**src/rtl/sync_fifo.sv**
```systemverilog
// sync_fifo: first-word-fall-through FIFO over a registered-read dual-port RAM.
// Optional build macro SYNC_FIFO_LEVEL_EN adds a registered occupancy output "level".

// dual_port_ram: synchronous write, 1-cycle registered read (old data on same-address collision), contents never reset
module dual_port_ram #(
    parameter int DATA_WIDTH = 8,
    parameter int ADDR_WIDTH = 8
) (
    input  logic                  clk,
    input  logic                  we,
    input  logic [ADDR_WIDTH-1:0] write_address,
    input  logic [ADDR_WIDTH-1:0] read_address,
    input  logic [DATA_WIDTH-1:0] data_i,
    output logic [DATA_WIDTH-1:0] data_o
);
    logic [DATA_WIDTH-1:0] mem [0:(1<<ADDR_WIDTH)-1];

    // write port and registered read port share the clock
    always_ff @(posedge clk) begin
        if (we) mem[write_address] <= data_i;
        data_o <= mem[read_address];
    end
endmodule

module sync_fifo #(
    parameter int DATA_WIDTH = 8,
    parameter int ADDR_WIDTH = 8
) (
    input  logic                  clk,
    input  logic                  rst_n,
    input  logic                  flush,
    input  logic                  in_valid,
    output logic                  in_ready,
    input  logic [DATA_WIDTH-1:0] in_data,
    output logic                  out_valid,
    input  logic                  out_ready,
    output logic [DATA_WIDTH-1:0] out_data
`ifdef SYNC_FIFO_LEVEL_EN
    ,
    output logic [ADDR_WIDTH:0]   level
`endif
);
    localparam int DEPTH = 1 << ADDR_WIDTH;

    logic [ADDR_WIDTH-1:0] wptr, rptr, rptr_nxt;
    logic [ADDR_WIDTH:0]   count, count_nxt, rem;
    logic                  push, pop, byp_nxt, sel;
    logic [DATA_WIDTH-1:0] ram_q, byp_q;

    assign push      = in_valid & in_ready;
    assign pop       = out_valid & out_ready;
    assign rptr_nxt  = rptr + ADDR_WIDTH'(pop);
    assign count_nxt = count + (ADDR_WIDTH+1)'(push) - (ADDR_WIDTH+1)'(pop);
    // words already in RAM before this edge that survive the pop; their head is readable next cycle
    assign rem       = count - (ADDR_WIDTH+1)'(pop);
    // the only word left is being written right now, so the RAM cannot supply it yet: take it from in_data
    assign byp_nxt   = push & pop & (count == (ADDR_WIDTH+1)'(1));
    assign out_data  = out_valid ? (sel ? byp_q : ram_q) : '0;

`ifdef SYNC_FIFO_LEVEL_EN
    assign level = count;
`endif

    // the RAM always prefetches the head that will be current after this edge
    dual_port_ram #(.DATA_WIDTH(DATA_WIDTH), .ADDR_WIDTH(ADDR_WIDTH)) u_ram (
        .clk          (clk),
        .we           (push & ~flush),
        .write_address(wptr),
        .read_address (rptr_nxt),
        .data_i       (in_data),
        .data_o       (ram_q)
    );

    // pointers, occupancy, handshake flags and the bypass word
    always_ff @(posedge clk or negedge rst_n) begin
        if (!rst_n) begin
            wptr      <= '0;
            rptr      <= '0;
            count     <= '0;
            out_valid <= 1'b0;
            in_ready  <= 1'b0;
            sel       <= 1'b0;
            byp_q     <= '0;
        end else if (flush) begin
            wptr      <= '0;
            rptr      <= '0;
            count     <= '0;
            out_valid <= 1'b0;
            in_ready  <= 1'b1;
            sel       <= 1'b0;
        end else begin
            wptr      <= wptr + ADDR_WIDTH'(push);
            rptr      <= rptr_nxt;
            count     <= count_nxt;
            out_valid <= (rem != '0) | byp_nxt;
            in_ready  <= count_nxt < (ADDR_WIDTH+1)'(DEPTH);
            sel       <= byp_nxt;
            if (push) byp_q <= in_data;
        end
    end
endmodule

```
**config.mk**
```make
export PLATFORM = sky130hd
export DESIGN_NAME = sync_fifo
export DESIGN_NICKNAME = d
export VERILOG_FILES = /design/src/rtl/sync_fifo.sv
export SDC_FILE = /design/constraint.sdc
export NUM_CORES = 2
export LEC_CHECK = 0
export ABC_AREA = 1
export CORE_MARGIN = 2
export CORE_UTILIZATION = 50
export DETAILED_ROUTE_END_ITERATION = 10
export MAX_ROUTING_LAYER = met4
export PLACE_DENSITY = 0.65
export SYNTH_ARGS = -nofsm -noshare
export SYNTH_HDL_FRONTEND = slang
export SYNTH_SLANG_ARGS = --single-unit
```
**constraint.sdc**
```tcl
create_clock -name clk -period 5.4 [get_ports clk]
set_clock_uncertainty 0.1 [all_clocks]
set_input_delay 0.81 -clock clk [delete_from_list [all_inputs] [get_ports clk]]
set_output_delay 0.81 -clock clk [all_outputs]
set_load 0.05 [all_outputs]
```
Yosys cells after proc, flatten, opt, wreduce, memory -nomap -nowiden
Memories as Yosys holds them, arrays and structs flattened. A register that Yosys moved wholly into a read port is not among the register bits.
Cells that the tools add are included.

word-level totals
  bits in registers = 36
  bits in writable memories = 2048
  bits of input ports = 13
  output and inout bits = 10
  memories kept = 1

operators by class
  $add $sub $neg = 5
  order comparisons = 1
  equality and inequality tests = 1
  mux-type cells = 10
  bitwise logic cells = 7
  reductions and logical operators = 2

memory list
  memory     words  width  rd ports  clocked after Yosys merged registers in  wr ports  line  RTL
  u_ram.mem  256    8      1         1                                        1         16    logic [DATA_WIDTH-1:0] mem [0:(1<<ADDR_WIDTH)-1];

operators with widths
  operator                                              number
  2-to-1 mux 8 bit                                      4
  subtractor 9 x 1 -> 9 bit                             2
  adder 8 x 1 -> 8 bit                                  2
  adder 9 x 1 -> 9 bit                                  1
  equality test 9 x 1 -> 1 bit (second input constant)  1
  less-than comparator 9 bit (second input constant)    1
  2-to-1 mux 9 bit                                      1
  nonzero test 9 bit                                    1
  bitwise AND 1 bit                                     5
  2-to-1 mux 1 bit                                      5
  AND reduction 2 bit                                   1
  NOT 1 bit                                             1
  OR 1 bit                                              1

Longest topological paths before layout
  depth in word-level cells = 5
  mapped depth = 18
  depth with buffers taken out = 15

By module
Synthesis repeated with hierarchy kept, for this count alone.

second synthesis, totals
  cell total of the unflattened synthesis = 7317
  area total of the unflattened synthesis = 85721.0 µm²

by module, submodules not included
  module         instances  cells each  area an instance (µm²)  seq. area each (µm²)
  dual_port_ram  1          7003        83396.2                 61659.1
  sync_fifo      1          314         2324.7                  900.9

Worst setup path before layout
Ideal clock, no wire load.

  path type = input to register
  start = input out_ready
  end = register u_ram.data_o[3] (read register of u_ram.mem)
  setup time = 0.114 ns
  data arrival time = 2.666 ns
  required time = 5.186 ns
  setup slack = 2.520 ns
  cell stages on the path = 17
  path buffers = 3
  cells stage by stage = nand2_1 -> inv_1 -> ha_1 -> ha_1 -> buf_2 -> clkinv_2 -> buf_2 -> clkbuf_1 -> nand3_1 -> nand3_1 -> nand3_1 -> nand3_1 -> nand3_1 -> nand3_1 -> nand2_1 -> nand2_1 -> nand2_1

between the ends
  longest elaborated chain between the ends = 2

RTL lines
  item                  line  RTL
  start: declaration    36    input logic out_ready,
  bitwise AND 1 bit     51    assign pop = out_valid & out_ready;
  adder 8 x 1 -> 8 bit  52    assign rptr_nxt = rptr + ADDR_WIDTH'(pop);
  end: declaration      14    output logic [DATA_WIDTH-1:0] data_o

No other way between the ends.
A chain may end at the register's enable or synchronous reset.

Worst setup path after layout
  start = register out_valid
  end = register u_ram.data_o[1] (read register of u_ram.mem)

between the ends
  longest elaborated chain between the ends = 2

RTL lines
  item                      line  RTL
  start: declaration        35    output logic out_valid,
  start signal: assignment  95    out_valid <= (rem != '0) | byp_nxt;
  bitwise AND 1 bit         51
  adder 8 x 1 -> 8 bit      52

No other way between the ends.

==> out/metrics.cfg <==
[layout]
drive_gt1_share_pct=6.03
layout_common_cells=2160 x nand2_1, 2048 x edfxtp_1, 2027 x nand3_1, 326 x nor2_1, 210 x clkbuf_16
fillers=13730
layout_commonest_cell=nand2_1
areaGrowthSynthToFinish_pct=10.4
layout.nets=7196

[yosys]
syn_avg_cell_area_um2=11.8
synth.distinct_cells=30
ys_ff_latch=2092
yosysTopAreaCell=edfxtp_1
synth_nets=7305
syn_inst=7266
synth_seq_area_share_pct=73.2
synth_area_um2=85400
synth_top_area_share_pct=72.0
synth_warnings=0
yosys-top-cells-area=edfxtp_1 72%, nand3_1 12%, nand2_1 9.6%, buf_2 2.2%, nor2_1 1.4%

[timing]
final-hold-violation-count=0
fin_crit_ps=4130
tightest_slew_ps=1310
setup-violations-final=0
post-route-period-util_pct=76.5
clock.fmax_mhz=242
finalWorstSetupSlack_ps=1270
rsz0062_at_grt=false
slew_violations=0
fin_tns_setup_ps=0
worst_slew_margin_rel_pct=12.5

[cts]
clock_latency_ps=850
tritoncts=built
post_cts_buffers=0
numCtsBuffers=208
cts_root_buf=clkbuf_16
cts_htree_levels=4
cts.path.max_buffers=3
cts_sinks=2092
path_clk_slew_ps=60

[die]
core_area_um2=169000
dieWidth_um=417
num_rows=151
die_y_um=417
start_util_pct=50.4
io_pins=23
dieArea_um2=174000

[critical_path]
crit_top_cell=nand3_1
worst_path_largest_cell_delay_ps=580
critPathKind=reg2reg
cp-start-kind=flop
arrival_ps=4820
crit_chain=nand2_1 > inv_1 > ha_4 > inv_16 > buf_4 > buf_4 > nand2_1 > nand3_1 > nand3_1 > nand3_1 > nand3_1 > nand3_1 > nand3_1 > nand2_1 > nand2_1 > nand2_1
critPathSlowestCell=buf_4
required_ps=6090
setup.worst_path.end_class=flop
cp_max_fo=117

[place]
gp_congestion=0.879
place_ws_ps=576
portBuffers=22
hpwl_um=131000

[global_route]
grt_usage_pct=27.1
grt_pass1_wl_um=344000
first_global_vias=53096
overflow=0
antenna_found_initial=6
grt_max_degree=160

[power]
peakVddDrop_uv=359
power_uw=37500
p_leak_uw=0.0327
powerDensity_nw_per_um2=397

[outcome]
status=finished clean

[routing]
drt-pass1-iter-count=6
wirelength_um=231000
ant_nets=0
wl_per_cell_um=24.2
routed_via_density=5.90
drc=0
drtIter0Drc=7666
dr_total_vias=56364

[run]
drv_cap=0

[worst_hold_path]
min_path_type=in2reg

==> Yosys cell counts, drive strengths merged <==
cell / number
a211oi: 2
a21oi: 12
a221oi: 2
a31oi: 2
buf: 395
clkbuf: 87
clkinv: 1
dfrtp: 36
dfxtp: 8
edfxtp: 2048
fa: 1
ha: 25
inv: 76
nand2: 2174
nand3: 2027
nand3b: 1
nand4: 3
nor2: 329
nor3: 1
nor4: 3
o21ai: 24
xnor2: 2
xor2: 7
==> cells by family (layout without fill, tap and decap cells) <==
family	Yosys count	in the layout	share of synthesized area, %
AO/OA/AOI/OAI	42	42	0.264
XOR/XNOR	9	9	0.110
adder cells (fa/ha/maj)	26	26	0.390
buffers and inverters	559	618	3.05
flip-flops	2092	2092	73.2
other	0	3	0
AND/OR/NAND/NOR	4538	4538	22.9
==> worst max-delay path: cells and delay by family (launching register included) <==
family                     cells  cell delay (ps)
adders and majority gates      1              390
DFF                            1              490
and+or+nand+nor               11             1480
buffers and inverters          4             1530
==> metal layers <==
| layer | global-route usage [%] | part of all wire, % | wire length (um) | vias up |
|---|---|---|---|---|
| li1 | - | - | - | 25513 |
| met1 | 37.3 | 41 | 94900 | 27666 |
| met2 | 40.6 | 46 | 107000 | 2763 |
| met3 | 4.78 | 9.1 | 21100 | 422 |
| met4 | 9.87 | 3.5 | 8060 | 0 |
| met5 | - | 0 | 0 | - |
==> registers in the layout, summed over array words and instances, names as in the netlist <==
register      count
byp_q             8
count             9
in_ready          1
out_valid         1
rptr              8
sel               1
u_ram.data_o      8
u_ram.mem      2048
wptr              8
==> final timing paths <==
kind	startpoint	endpoint	slack, ps	cells past startpoint
max	out_valid$_DFF_PN0_	u_ram.data_o[1]$_DFF_P_	1270	16
min reg2reg	byp_q[0]$_DFFE_PN0P_	byp_q[0]$_DFFE_PN0P_	370	2
max in group asynchronous	rst_n	rptr[4]$_DFF_PN0_	4140	2
min in group asynchronous	rst_n	count[8]$_DFF_PN0_	510	2
min	in_data[0]	u_ram.mem[79][0]$_DFFE_PP_	280	1
max reg2reg	out_valid$_DFF_PN0_	u_ram.data_o[1]$_DFF_P_	1270	16
==> layout make-up <==
| class | instances | area, um^2 | share of cell area [%] |
|---|---|---|---|
| diodes | 3 | 7.51 | 0.00796 |
| clock buffers | 283 | 5580 | 5.92 |
| clock inverters | 95 | 838 | 0.889 |
| inverters | 77 | 324 | 0.344 |
| multi-input cells | 4615 | 20400 | 21.6 |
| flip-flops and latches | 2092 | 62600 | 66.3 |
| well taps | 2218 | 2780 | 2.94 |
| repair buffers | 163 | 1870 | 1.98 |
==> what timing repair did <==
action / 4_1_cts / 5_1_grt
hold buffers: 1 / 0
resized for setup: 0 / 0
endpoints found under the hold margin: 36 / 0
endpoints found under the setup margin: 0 / 0
==> power breakdown <==
| part | total, uW | internal (uW) | leakage, uW | switching [uW] |
|---|---|---|---|---|
| sequential | 18000 | 17900 | 0.0189 | 93.3 |
| clock | 13800 | 7780 | 0.00312 | 6030 |
| combinational | 5650 | 1570 | 0.0106 | 4080 |
==> metrics by stage <==
stage,instances,cell area (um^2),util [%],hold WS (ps)
final,9546,94300,55.6,278
after CTS,9543,94300,55.6,235
after floorplan,7266,85400,-,343
after detailed placement,9164,87900,51.8,360
after global routing,9545,94300,55.6,264
after global placement,9164,87900,51.8,355
Note: power is estimated with default switching activity, not from simulation.
